--- src/rtl/bcd_pkg.sv ---
// Shared BCD constants and the nibble validity check used by the counter
// and by the board's 7-segment decoder.
package bcd_pkg;

   localparam int         BCD_W   = 4;
   localparam logic [3:0] BCD_MAX = 4'd9;
   localparam logic [3:0] BCD_MIN = 4'd0;

   function automatic logic is_bcd(input logic [3:0] nibble);
      return (nibble <= BCD_MAX);
   endfunction

endpackage

--- src/rtl/bcd_digit.sv ---
// One BCD decade: loads, counts up or down when enabled, and flags when the
// next decade must be stepped.
module bcd_digit
   import bcd_pkg::*;
(
   input  logic             clk,
   input  logic             reset,
   input  logic             load,
   input  logic [BCD_W-1:0] ld_val,
   input  logic             cnt_en,
   input  logic             up_dn,
   output logic [BCD_W-1:0] digit,
   output logic             wrap_out
);

   logic [BCD_W-1:0] r_digit;

   // Load has already been validated upstream, so ld_val is always a BCD nibble.
   always_ff @(posedge clk) begin
      if (reset) begin
         r_digit <= BCD_MIN;
      end else if (load) begin
         r_digit <= ld_val;
      end else if (cnt_en) begin
         if (up_dn) begin
            r_digit <= (r_digit == BCD_MAX) ? BCD_MIN : r_digit + 4'd1;
         end else begin
            r_digit <= (r_digit == BCD_MIN) ? BCD_MAX : r_digit - 4'd1;
         end
      end
   end

   assign digit    = r_digit;
   assign wrap_out = cnt_en && (up_dn ? (r_digit == BCD_MAX) : (r_digit == BCD_MIN));

endmodule

--- src/rtl/bcd_counter_multi.sv ---
// N-digit BCD up/down counter on the system clock, gated by a prescaler tick,
// with validated parallel load and optional saturation at the limits.
module bcd_counter_multi
   import bcd_pkg::*;
#(
   parameter int DIGITS   = 4,
   parameter int TICK_DIV = 1,
   parameter int SATURATE = 0
) (
   input  logic                  clk,
   input  logic                  reset,
   input  logic                  enable,
   input  logic                  up_dn,
   input  logic                  load,
   input  logic [4*DIGITS-1:0]   load_val,
   output logic [4*DIGITS-1:0]   count_out,
   output logic                  tick,
   output logic                  carry,
   output logic                  borrow,
   output logic                  at_limit,
   output logic                  load_err
);

   localparam int             PW     = (TICK_DIV > 1) ? $clog2(TICK_DIV) : 1;
   localparam logic [PW-1:0]  P_LAST = PW'(TICK_DIV - 1);

   logic [PW-1:0]     r_presc;
   logic              r_carry;
   logic              r_borrow;
   logic              r_loadErr;
   logic [DIGITS-1:0] w_wrap;
   logic [DIGITS-1:0] w_digOk;
   logic [DIGITS-1:0] w_isMax;
   logic [DIGITS-1:0] w_isMin;
   logic              w_loadOk;
   logic              w_loadGood;
   logic              w_satBlock;
   logic              w_cnt0;

   // Prescaler restarts from zero whenever counting is not permitted.
   always_ff @(posedge clk) begin
      if (reset || !enable) begin
         r_presc <= '0;
      end else if (r_presc == P_LAST) begin
         r_presc <= '0;
      end else begin
         r_presc <= r_presc + PW'(1);
      end
   end

   assign tick = enable && (r_presc == P_LAST);

   for (genvar g = 0; g < DIGITS; g++) begin : g_digit
      logic w_en;

      if (g == 0) begin : g_first
         assign w_en = w_cnt0;
      end else begin : g_chain
         assign w_en = w_wrap[g-1];
      end

      bcd_digit u_digit (
         .clk      (clk),
         .reset    (reset),
         .load     (w_loadGood),
         .ld_val   (load_val[g*BCD_W +: BCD_W]),
         .cnt_en   (w_en),
         .up_dn    (up_dn),
         .digit    (count_out[g*BCD_W +: BCD_W]),
         .wrap_out (w_wrap[g])
      );

      assign w_digOk[g] = is_bcd(load_val[g*BCD_W +: BCD_W]);
      assign w_isMax[g] = (count_out[g*BCD_W +: BCD_W] == BCD_MAX);
      assign w_isMin[g] = (count_out[g*BCD_W +: BCD_W] == BCD_MIN);
   end

   assign at_limit   = up_dn ? (&w_isMax) : (&w_isMin);
   assign w_loadOk   = &w_digOk;
   assign w_loadGood = load && w_loadOk;
   assign w_satBlock = (SATURATE != 0) && at_limit;
   // Any load request, accepted or rejected, swallows a coincident tick.
   assign w_cnt0     = tick && !load && !w_satBlock;

   // The last decade wrapping means the whole count rolled over.
   always_ff @(posedge clk) begin
      if (reset) begin
         r_carry   <= 1'b0;
         r_borrow  <= 1'b0;
         r_loadErr <= 1'b0;
      end else begin
         r_carry   <= up_dn && w_wrap[DIGITS-1];
         r_borrow  <= !up_dn && w_wrap[DIGITS-1];
         r_loadErr <= load && !w_loadOk;
      end
   end

   assign carry    = r_carry;
   assign borrow   = r_borrow;
   assign load_err = r_loadErr;

endmodule

--- config.mk ---
export PLATFORM = sky130hd
export DESIGN_NAME = bcd_counter_multi
export DESIGN_NICKNAME = d
export VERILOG_FILES = /design/src/rtl/bcd_pkg.sv /design/src/rtl/bcd_digit.sv /design/src/rtl/bcd_counter_multi.sv
export SDC_FILE = /design/constraint.sdc
export NUM_CORES = 1
export LEC_CHECK = 0
export BUFFER_PORTS_ARGS = -buffer_cell sky130_fd_sc_hd__clkbuf_2
export CORE_MARGIN = 2
export CORE_UTILIZATION = 57
export DETAILED_ROUTE_END_ITERATION = 6
export GPL_ROUTABILITY_DRIVEN = 0
export PLACE_DENSITY = 0.85
export SLEW_MARGIN = 20
export SYNTH_ARGS = -nofsm -noshare
export SYNTH_HDL_FRONTEND = slang
export SYNTH_SLANG_ARGS = --single-unit
--- constraint.sdc ---
create_clock -name clk -period 3 [get_ports clk]
set_clock_uncertainty 0.2 [all_clocks]
set_input_delay 0.45 -clock clk [delete_from_list [all_inputs] [get_ports clk]]
set_output_delay 0.45 -clock clk [all_outputs]
set_load 0.03 [all_outputs]
==> flow_summary_export.csv, run 1 <==
group,metric,value,unit
sta,max_freq,350,MHz
placement,io_buffer_count,41,
floorplan,die_h,56.7,um
sta,setup_viol,0,
route,detail-route-antenna-nets,0,
floorplan,core,2690,sq um
floorplan,die_w,56.7,um
logic_synthesis,seq_area_frac_synth,0.253,
floorplan,rows,19,
clocking,cts.clk_slew.worst_paths,120,ps
power,power.density,370,nW/um^2
sta,setup_tns,0,ps
global_route,grt_use_total,0.256,
logic_synthesis,ys_seq_elements,20,
logic_synthesis,synth_enable_flop_cells,0,
clocking,htreeDepth,1,
global_route,grtUsageMet3,0.0300,
clocking,cts_hold_buf,0,
sta,period_share,0.952,
route,via_per_inst,6.45,
route,first_iter_violations,66,
critical_path,required,2350,ps
sta,tightest_slew,654,ps
logic_synthesis,synthesis.area,1580,sq um
floorplan,dieArea,3210,sq um
power,vdd_ir_drop_max,298,uV
logic_synthesis,synth-main-ff-cell,"dfxtp_1",
logic_synthesis,muxShareOfSynthArea,0.0253,
logic_synthesis,synthesis.nets,236,
global_route,grt_pass1_wl,6670,um
clocking,cts_buffer_depth,2,
logic_synthesis,yosys_warnings,0,
logic_synthesis,postSynthAreaPerCell,7.36,sq um
critical_path,start_kind,"register",
logic_synthesis,synthSimpleGateAreaFrac,0.339,
logic_synthesis,synth_cells,215,
global_route,grt_pass1_vias,1414,
sta,slew-limit-headroom,0.563,
clocking,cts_made_buffers,3,
cells_and_area,nNetsFinal,261,
sta,fin_crit,2860,ps
clocking,cts_tree,"done",
global_route,grt_max_degree,24,
logic_synthesis,synth_compound_gate_area_share,0.256,
placement,hpwl,2930,um
clocking,cts_root_buf,"clkbuf_4",
critical_path,path_max_fanout,12,
global_route,globalRouteMet2Util,0.394,
route,drc,0,
route,vias,1742,
critical_path,critical_path_arrival,2210,ps
logic_synthesis,async_flop_share,0,
run,cap_violations,0,
logic_synthesis,synth_xor_area_frac,0.0443,
cells_and_area,syn2layout_area_growth,12.6,%
clocking,clkSinkCount,20,
cells_and_area,fin_cells,270,
sta,drv_slew,0,
sta,hold_violations,0,
critical_path,rrSetupSlack,810,ps
critical_path,crit_type,"reg -> out",
route,wirelength,4060,um
sta,rsz0062_at_grt,"false",
critical_path,endpoint_kind,"primary output",
logic_synthesis,synth_top_family_by_area,"simple AND/OR/NAND/NOR gates",
clocking,clock_latency,300,ps
clocking,post_cts_buffers,0,
worst_hold_path,hp-class,"in -> reg",
floorplan,start_util,0.589,
run_status,status,"complete, no violations",
placement,dp.cells,266,
route,dr.pass1.iters,5,
global_route,grt_overflow,0,
clocking,cts_resized,0,
logic_synthesis,synth_fa_ha_area_frac,0,
cells_and_area,antennaDiodeCount,0,
logic_synthesis,synth.distinct_cells,52,
power,p_leak,0.684,nW
cells_and_area,drive_gt1_frac,0.238,
global_route,grt_util_met1,0.372,
route,wl_per_cell,15.0,um
global_route,grt_busiest_layer,"met2",
floorplan,pin_count,42,
global_route,grt_antenna_before_repair,0,
[through the flow]
stage	worst slack (ps)	area, sq um	power [mW]	util	hold WS, ps
global placement	521	1740	0.493	0.649	388
finish	143	1780	0.659	0.663	166
global route	30.3	1780	0.694	0.663	167
CTS	159	1780	0.659	0.663	158
detailed placement	451	1740	0.498	0.649	391
floorplan	248	1590	0.450	-	376
[worst paths after layout]
| kind | depth (start not counted) | endpoint | start |
|---|---|---|---|
| worst max-delay path | 5 | at_limit | g_digit[3].u_digit.digit[1]$_SDFFE_PP0P_ |
| worst min-delay path | 3 | g_digit[2].u_digit.digit[3]$_SDFFE_PP0P_ | load_val[11] |
| worst max register to register | 5 | g_digit[3].u_digit.digit[3]$_SDFFE_PP0P_ | g_digit[0].u_digit.digit[0]$_SDFFE_PP0P_ |
| worst min register to register | 2 | g_digit[1].u_digit.digit[3]$_SDFFE_PP0P_ | g_digit[1].u_digit.digit[3]$_SDFFE_PP0P_ |
[cell usage after synthesis, types with 2 or more instances]
master	instances	area (sq um)
mux2i_1	4	40.0
o21ai_0	14	70.1
and4_1	2	17.5
nor2b_1	4	25.0
and2_1	3	18.8
a31oi_1	5	31.3
xnor2_1	5	43.8
xor2_1	3	26.3
dfxtp_1	20	400
nor3_1	7	35.0
inv_1	4	15.0
nand3b_1	3	22.5
o211ai_1	3	22.5
nor4_1	11	68.8
a211oi_1	3	22.5
clkbuf_1	12	45.0
a22oi_1	3	22.5
or4_1	2	15.0
buf_1	6	22.5
buf_2	4	20.0
nand3_1	9	45.0
a21oi_1	8	40.0
o22ai_1	5	31.3
nor2_1	21	78.8
nand4_1	3	18.8
buf_6	2	22.5
and3_1	2	12.5
nand2_1	15	56.3
a221oi_1	5	43.8
a311oi_1	2	17.5
nor4b_1	2	17.5
or2_2	3	18.8
[critical path, stage by stage, from the launching register on]
cell	delay [ps]
dfxtp_1	440
or4_1	580
nor4_1	250
a21oi_1	110
nor4_2	260
clkbuf_2	260
[cell families (layout without fill, tap and decap cells)]
logic type | Yosys count | count (layout)
AO/OA/AOI/OAI | 59 | 59
buffers and inverters | 28 | 52
multiplexers | 4 | 4
AND/OR/NAND/NOR | 95 | 95
other | 1 | 1
XOR/XNOR | 8 | 8
flip-flops | 20 | 20
[state kept, by name, summed over array words and instances (netlist names)]
signal and count:
load_err 1, g_digit.u_digit.digit 16, r_presc 1, carry 1
borrow 1
[metal layers]
layer / part of all wire / vias to the layer above
met3: 0.065 / 8
met2: 0.48 / 70
met1: 0.44 / 810
li1: - / 854
met5: 0 / -
met4: 0.020 / 0
[where the power goes]
| part | switching [mW] | total [mW] | internal, mW |
|---|---|---|---|
| clock network | 0.0898 | 0.164 | 0.0740 |
| registers | 0.0321 | 0.310 | 0.278 |
| logic | 0.113 | 0.185 | 0.0720 |
| total | 0.235 | 0.659 | 0.424 |
[layout make-up]
type,count,area [sq um]
multi-input cells,167,1060
fillers,251,906
flip-flops and latches,20,400
well taps,31,38.8
clock buffers,4,36.3
inverters,4,15.0
repair buffers,44,228
[cell usage in the layout, fill, tap and decap left out, types with 2 or more instances in the layout]
cell      Yosys  routed
a21oi_1       8       8
a221oi_1      5       5
o22ai_1       5       5
nand3_1       9       9
nor2_1       21      21
nor4_1       11      10
clkbuf_2      0      41
nor2b_1       4       4
and2_1        3       3
nor4b_1       2       2
a211oi_1      3       3
inv_1         4       4
a31oi_1       5       5
clkbuf_4      0       3
and3_1        2       2
nor3_1        7       7
nand4_1       3       3
nand2_1      15      15
o21ai_0      14      14
or4_1         2       2
and4_1        2       2
xnor2_1       5       5
o211ai_1      3       3
buf_4         0       3
dfxtp_1      20      20
a311oi_1      2       2
nand3b_1      3       3
mux2i_1       4       4
a22oi_1       3       3
xor2_1        3       3
or2_2         3       3
Note: power is estimated with default switching activity, not from simulation.
==> run 2, diff against run 1 <==
--- a/config.mk
+++ b/config.mk
@@ -7,10 +7,10 @@
 export LEC_CHECK = 0
 export BUFFER_PORTS_ARGS = -buffer_cell sky130_fd_sc_hd__clkbuf_2
 export CORE_MARGIN = 2
-export CORE_UTILIZATION = 57
+export CORE_UTILIZATION = 50
 export DETAILED_ROUTE_END_ITERATION = 6
 export GPL_ROUTABILITY_DRIVEN = 0
-export PLACE_DENSITY = 0.85
+export PLACE_DENSITY = 0.76
 export SLEW_MARGIN = 20
 export SYNTH_ARGS = -nofsm -noshare
 export SYNTH_HDL_FRONTEND = slang
==> run 2 against run 1 <==
Effect of this change:
- cell area rose by 0.14%
- flip-flop and latch count did not move
- sequential share of layout area barely moved
- core utilization fell by 7.4 points
- critical path depth did not move
- routed wire length fell by 2.9%
- highest routed layer unchanged
==> flow_summary_export.csv, run 2 (synthesis results as in run 1) <==
group,metric,value,unit
run_status,status,"complete, no violations",
clocking,clkSinkCount,20,
cells_and_area,antennaDiodeCount,0,
route,wl_per_cell,14.0,um
power,vdd_ir_drop_max,285,uV
sta,setup_ws,174,ps
sta,max_freq,354,MHz
power,power.density,351,nW/um^2
cells_and_area,syn2layout_area_growth,12.7,%
critical_path,worstPathCellList,"or4_1, nor4_1, a21oi_1, nor4_2, buf_2",
critical_path,path_max_fanout,9,
sta,hold_violations,0,
clocking,cts_hold_buf,0,
critical_path,r2r_start,"g_digit[0].u_digit.digit[0]$_SDFFE_PP0P_",
critical_path,required,2350,ps
floorplan,rows,20,
route,drc,0,
route,detail-route-antenna-nets,0,
cells_and_area,drive_gt1_frac,0.235,
floorplan,die_w,60.2,um
global_route,grt_antenna_before_repair,0,
global_route,grt_pass1_wl,6520,um
critical_path,endpoint_kind,"primary output",
cells_and_area,final_common_cell,"clkbuf_2",
power,p_leak,0.677,nW
floorplan,pin_count,42,
cells_and_area,final_cell_mix,"40 x clkbuf_2, 21 x nor2_1, 20 x dfxtp_1, 15 x nand2_1, 14 x o21ai_0",
critical_path,rrSetupSlack,790,ps
placement,dp.cells,279,
sta,period_share,0.942,
critical_path,critical_path.max_stage_delay,600,ps
clocking,cts_tree,"done",
critical_path,start_kind,"register",
clocking,post_cts_buffers,0,
cells_and_area,fin_cells,282,
clocking,clock_latency,310,ps
sta,setup_viol,0,
sta,drv_slew,0,
floorplan,dieArea,3630,sq um
critical_path,setup.worst_path.end,"at_limit",
cells_and_area,nNetsFinal,261,
route,via_per_inst,6.08,
sta,slew-limit-headroom,0.582,
sta,setup_tns,0,ps
global_route,grt_max_degree,24,
clocking,cts.clk_slew.worst_paths,120,ps
placement,io_buffer_count,41,
run,cap_violations,0,
cells_and_area,largest_reg_flops,16,
clocking,cts_resized,0,
placement,dp_slack,418,ps
critical_path,critical_path_arrival,2180,ps
global_route,grt_pass1_vias,1431,
clocking,cts_root_buf,"clkbuf_4",
sta,rsz0062_at_grt,"false",
power,totalPowerFinal,625,uW
worst_hold_path,holdCritStartpoint,"load_val[11]",
route,dr.pass1.iters,5,
clocking,htreeDepth,1,
clocking,cts_made_buffers,3,
placement,hpwl,2800,um
critical_path,slowest_stage,"or4_1",
route,wirelength,3940,um
global_route,grt_use_total,0.232,
cells_and_area,multi_input_comb_area,1060,sq um
clocking,cts_buffer_depth,2,
cells_and_area,fillers,290,
route,first_iter_violations,123,
floorplan,die_h,60.2,um
sta,tightest_slew,625,ps
critical_path,r2r_cells,5,
worst_hold_path,hp-class,"in -> reg",
cells_and_area,register_area,400,sq um
route,vias,1715,
sta,fin_crit,2830,ps
critical_path,r2r-end,"g_digit[3].u_digit.digit[3]$_SDFFE_PP0P_",
global_route,grt_overflow,0,
floorplan,start_util,0.522,
critical_path,crit_type,"reg -> out",
critical_path,crit_start,"g_digit[3].u_digit.digit[3]$_SDFFE_PP0P_",
floorplan,core,3030,sq um
==> run 2: through the flow <==
stage          utilization  hold slack (ps)  instance area, sq um
2_1_floorplan            -              376                  1590
5_1_grt              0.589              181                  1780
6_report             0.589              179                  1780
3_3_place_gp         0.581              384                  1760
4_1_cts              0.589              170                  1780
3_5_place_dp         0.581              400                  1760
==> run 2: how the worst min path moves through the flow <==
stage | end | depth (start not counted) | slack [ps]
floorplan | g_digit[0].u_digit.digit[0]$_SDFFE_PP0P_ | 3 | 380
global route | g_digit[2].u_digit.digit[3]$_SDFFE_PP0P_ | 3 | 180
CTS | g_digit[2].u_digit.digit[3]$_SDFFE_PP0P_ | 3 | 170
finish | g_digit[2].u_digit.digit[3]$_SDFFE_PP0P_ | 3 | 180
detailed placement | g_digit[1].u_digit.digit[3]$_SDFFE_PP0P_ | 2 | 400
global placement | g_digit[1].u_digit.digit[3]$_SDFFE_PP0P_ | 2 | 380
==> run 2: report_power, final <==
group	switching [mW]	internal (mW)	total, mW
clock network	0.0858	0.0469	0.133
logic	0.111	0.0721	0.183
registers	0.0312	0.278	0.309
total	0.228	0.397	0.625
==> run 2: worst max-delay path, delay by kind of cell, from the launching register on <==
kind	cells	cell delay [ps]
and+or+nand+nor	3	1100
DFF	1	420
buffers and inverters	1	240
AOI/OAI and AO/OA	1	110
==> run 2: layout make-up <==
cell class / count / area share
multi-input combinational: 167 / 0.596
tap: 44 / 0.0309
sequential: 20 / 0.225
clock buffer: 3 / 0.0126
inverter: 4 / 0.00842
timing repair buffer: 44 / 0.128
==> run 2: layer usage <==
layer / wire length [um] / vias to the layer above / track usage
met3: 230 / 4 / 0.0476
met2: 1790 / 49 / 0.346
li1: - / 852 / -
met5: 0 / - / 0
met1: 1870 / 810 / 0.337
met4: 47 / 0 / 0.0571
==> run 3, diff against run 2 <==
--- a/config.mk
+++ b/config.mk
@@ -10,8 +10,9 @@
 export CORE_UTILIZATION = 50
 export DETAILED_ROUTE_END_ITERATION = 6
 export GPL_ROUTABILITY_DRIVEN = 0
-export PLACE_DENSITY = 0.76
+export PLACE_DENSITY = 0.77
 export SLEW_MARGIN = 20
 export SYNTH_ARGS = -nofsm -noshare
 export SYNTH_HDL_FRONTEND = slang
+export SYNTH_HIERARCHICAL = 1
 export SYNTH_SLANG_ARGS = --single-unit
==> constraint.sdc (replaced) <==
create_clock -name clk -period 3 [get_ports clk]
set_clock_uncertainty 0.2 [all_clocks]
set_input_delay 0.75 -clock clk [delete_from_list [all_inputs] [get_ports clk]]
set_output_delay 0.75 -clock clk [all_outputs]
set_load 0.03 [all_outputs]
==> run 3 against run 2 <==
Effect of this change:
- combinational power hardly changed
- global-route usage is 1.4 points lower
- worst setup slack better by 140 ps
==> flow_summary_export.csv, run 3 <==
group,metric,value,unit
logic_synthesis,synth.top_cells.by_area,"dfxtp_1 26%, a21oi_1 7.9%, xnor2_1 6.9%",
critical_path,required,2050,ps
clocking,clkSinkCount,20,
run_status,status,"complete, no violations",
logic_synthesis,ys_seq_elements,20,
clocking,cts_made_buffers,3,
logic_synthesis,seq_area_frac_synth,0.262,
floorplan,die_h,59.3,um
route,via_per_inst,5.81,
logic_synthesis,async_flop_share,0,
clocking,htreeDepth,1,
cells_and_area,syn2layout_area_growth,16.1,%
cells_and_area,final_common_cell,"clkbuf_2",
critical_path,critical_path_arrival,1730,ps
sta,setup_tns,0,ps
power,vdd_ir_drop_max,163,uV
placement,hpwl,2670,um
route,vias,1534,
global_route,grt_pass1_wl,5950,um
critical_path,start_kind,"register",
global_route,grt_overflow,0,
logic_synthesis,synthesis.nets,214,
critical_path,path_max_fanout,10,
clocking,cts_resized,0,
clocking,cts.clk_slew.worst_paths,120,ps
critical_path,critical_path.max_stage_delay,590,ps
sta,max_freq,373,MHz
clocking,cts_tree,"done",
route,wirelength,3610,um
route,drc,0,
cells_and_area,antennaDiodeCount,0,
logic_synthesis,synthesis.area,1530,sq um
floorplan,rows,20,
power,power.density,366,nW/um^2
logic_synthesis,synth_cells,193,
sta,drv_slew,0,
logic_synthesis,synth_enable_flop_cells,0,
floorplan,core,2980,sq um
global_route,grt_pass1_vias,1354,
floorplan,pin_count,42,
worst_hold_path,hp-class,"in -> reg",
power,totalPowerFinal,649,uW
floorplan,start_util,0.513,
clocking,cts_root_buf,"clkbuf_4",
cells_and_area,largest_reg_flops,16,
placement,dp.cells,260,
logic_synthesis,yosys_warnings,6,
logic_synthesis,synth.distinct_cells,32,
logic_synthesis,synth-main-ff-cell,"dfxtp_1",
route,detail-route-antenna-nets,0,
cells_and_area,nNetsFinal,253,
sta,rsz0062_at_grt,"false",
logic_synthesis,post-synth-top-count-cell,"a21oi_1",
clocking,cts_buffer_depth,2,
sta,setup_viol,0,
critical_path,slowest_stage,"dfxtp_1",
cells_and_area,fin_cells,264,
sta,hold_violations,0,
critical_path,path_buf_inv,1,
sta,whs,476,ps
logic_synthesis,yosys.area.top_type,"dfxtp_1",
cells_and_area,final_cell_mix,"41 x clkbuf_2, 24 x a21oi_1, 21 x inv_1, 20 x dfxtp_1, 17 x nor2_1",
clocking,post_cts_buffers,0,
clocking,cts_hold_buf,0,
logic_synthesis,postSynthAreaPerCell,7.92,sq um
critical_path,worstPathCellList,"nand4_1, or3_1, a21oi_2, clkbuf_2",
cells_and_area,final_util,0.595,
floorplan,die_w,59.3,um
route,dr.pass1.iters,4,
global_route,grt_use_total,0.218,
logic_synthesis,synth_common_cells,"24 x a21oi_1, 21 x inv_1, 20 x dfxtp_1, 18 x nor2_1, 12 x xnor2_1",
power,p_leak,0.749,nW
critical_path,crit_type,"reg -> out",
floorplan,dieArea,3510,sq um
sta,fin_crit,2680,ps
logic_synthesis,synth.top_cell.area_share,0.262,
run,cap_violations,0,
cells_and_area,drive_gt1_frac,0.303,
route,wl_per_cell,13.7,um
global_route,grt_antenna_before_repair,0,
critical_path,endpoint_kind,"primary output",
critical_path,cp_top_family,"flip-flops",
placement,io_buffer_count,41,
clocking,clock_latency,300,ps
global_route,grt_max_degree,28,
sta,period_share,0.894,
route,first_iter_violations,87,
## run 3: final timing paths
kind	to	start	cells past startpoint	slack, ps
max reg2reg	g_digit[3].u_digit/digit[2]$_SDFFE_PP0P_	g_digit[0].u_digit/digit[0]$_SDFFE_PP0P_	7	570
max	at_limit	g_digit[2].u_digit/digit[0]$_SDFFE_PP0P_	4	320
min reg2reg	g_digit[2].u_digit/digit[1]$_SDFFE_PP0P_	g_digit[2].u_digit/digit[2]$_SDFFE_PP0P_	2	520
min	g_digit[1].u_digit/digit[0]$_SDFFE_PP0P_	load_val[4]	3	480
## run 3: cell families (layout without fill, tap and decap cells)
family	Yosys count	count (layout)	synth area share
flops	20	20	0.262
xor+xnor	16	16	0.0917
other cells	1	1	0.00245
mux	4	4	0.0393
simple gates	58	58	0.210
compound gates	61	61	0.287
buf+inv	33	71	0.107
## run 3: where the power goes
part	switching (mW)	internal (mW)
Clock	0.0855	0.0740
Combinational	0.105	0.0792
Sequential	0.0278	0.278
Total	0.218	0.431
## run 3: cell type report
class / count / area, sq um
inverter: 21 / 78.8
fill: 286 / 1200
timing repair buffer: 46 / 243
sequential: 20 / 400
tap: 33 / 41.3
clock buffer: 4 / 36.3
multi-input combinational: 140 / 973
## run 3: layer usage
layer | GRT usage | vias up | share of wire
met1 | 0.293 | 721 | 0.47
met4 | 0.0779 | 0 | 0.0042
met2 | 0.347 | 36 | 0.48
met3 | 0.0393 | 2 | 0.045
li1 | - | 775 | -
met5 | 0 | - | 0
## run 3: worst min-delay path: cells and delay by family
| family | cells | cell delay [ps] |
|---|---|---|
| compound gates | 1 | 60 |
| buf+inv | 1 | 80 |
| simple gates | 1 | 70 |
## run 3: per-stage QoR
step	setup slack, ps	instance area (sq um)
6_report	317	1770
5_1_grt	208	1770
3_3_place_gp	261	1740
4_1_cts	314	1770
2_1_floorplan	86.6	1540
3_5_place_dp	155	1740
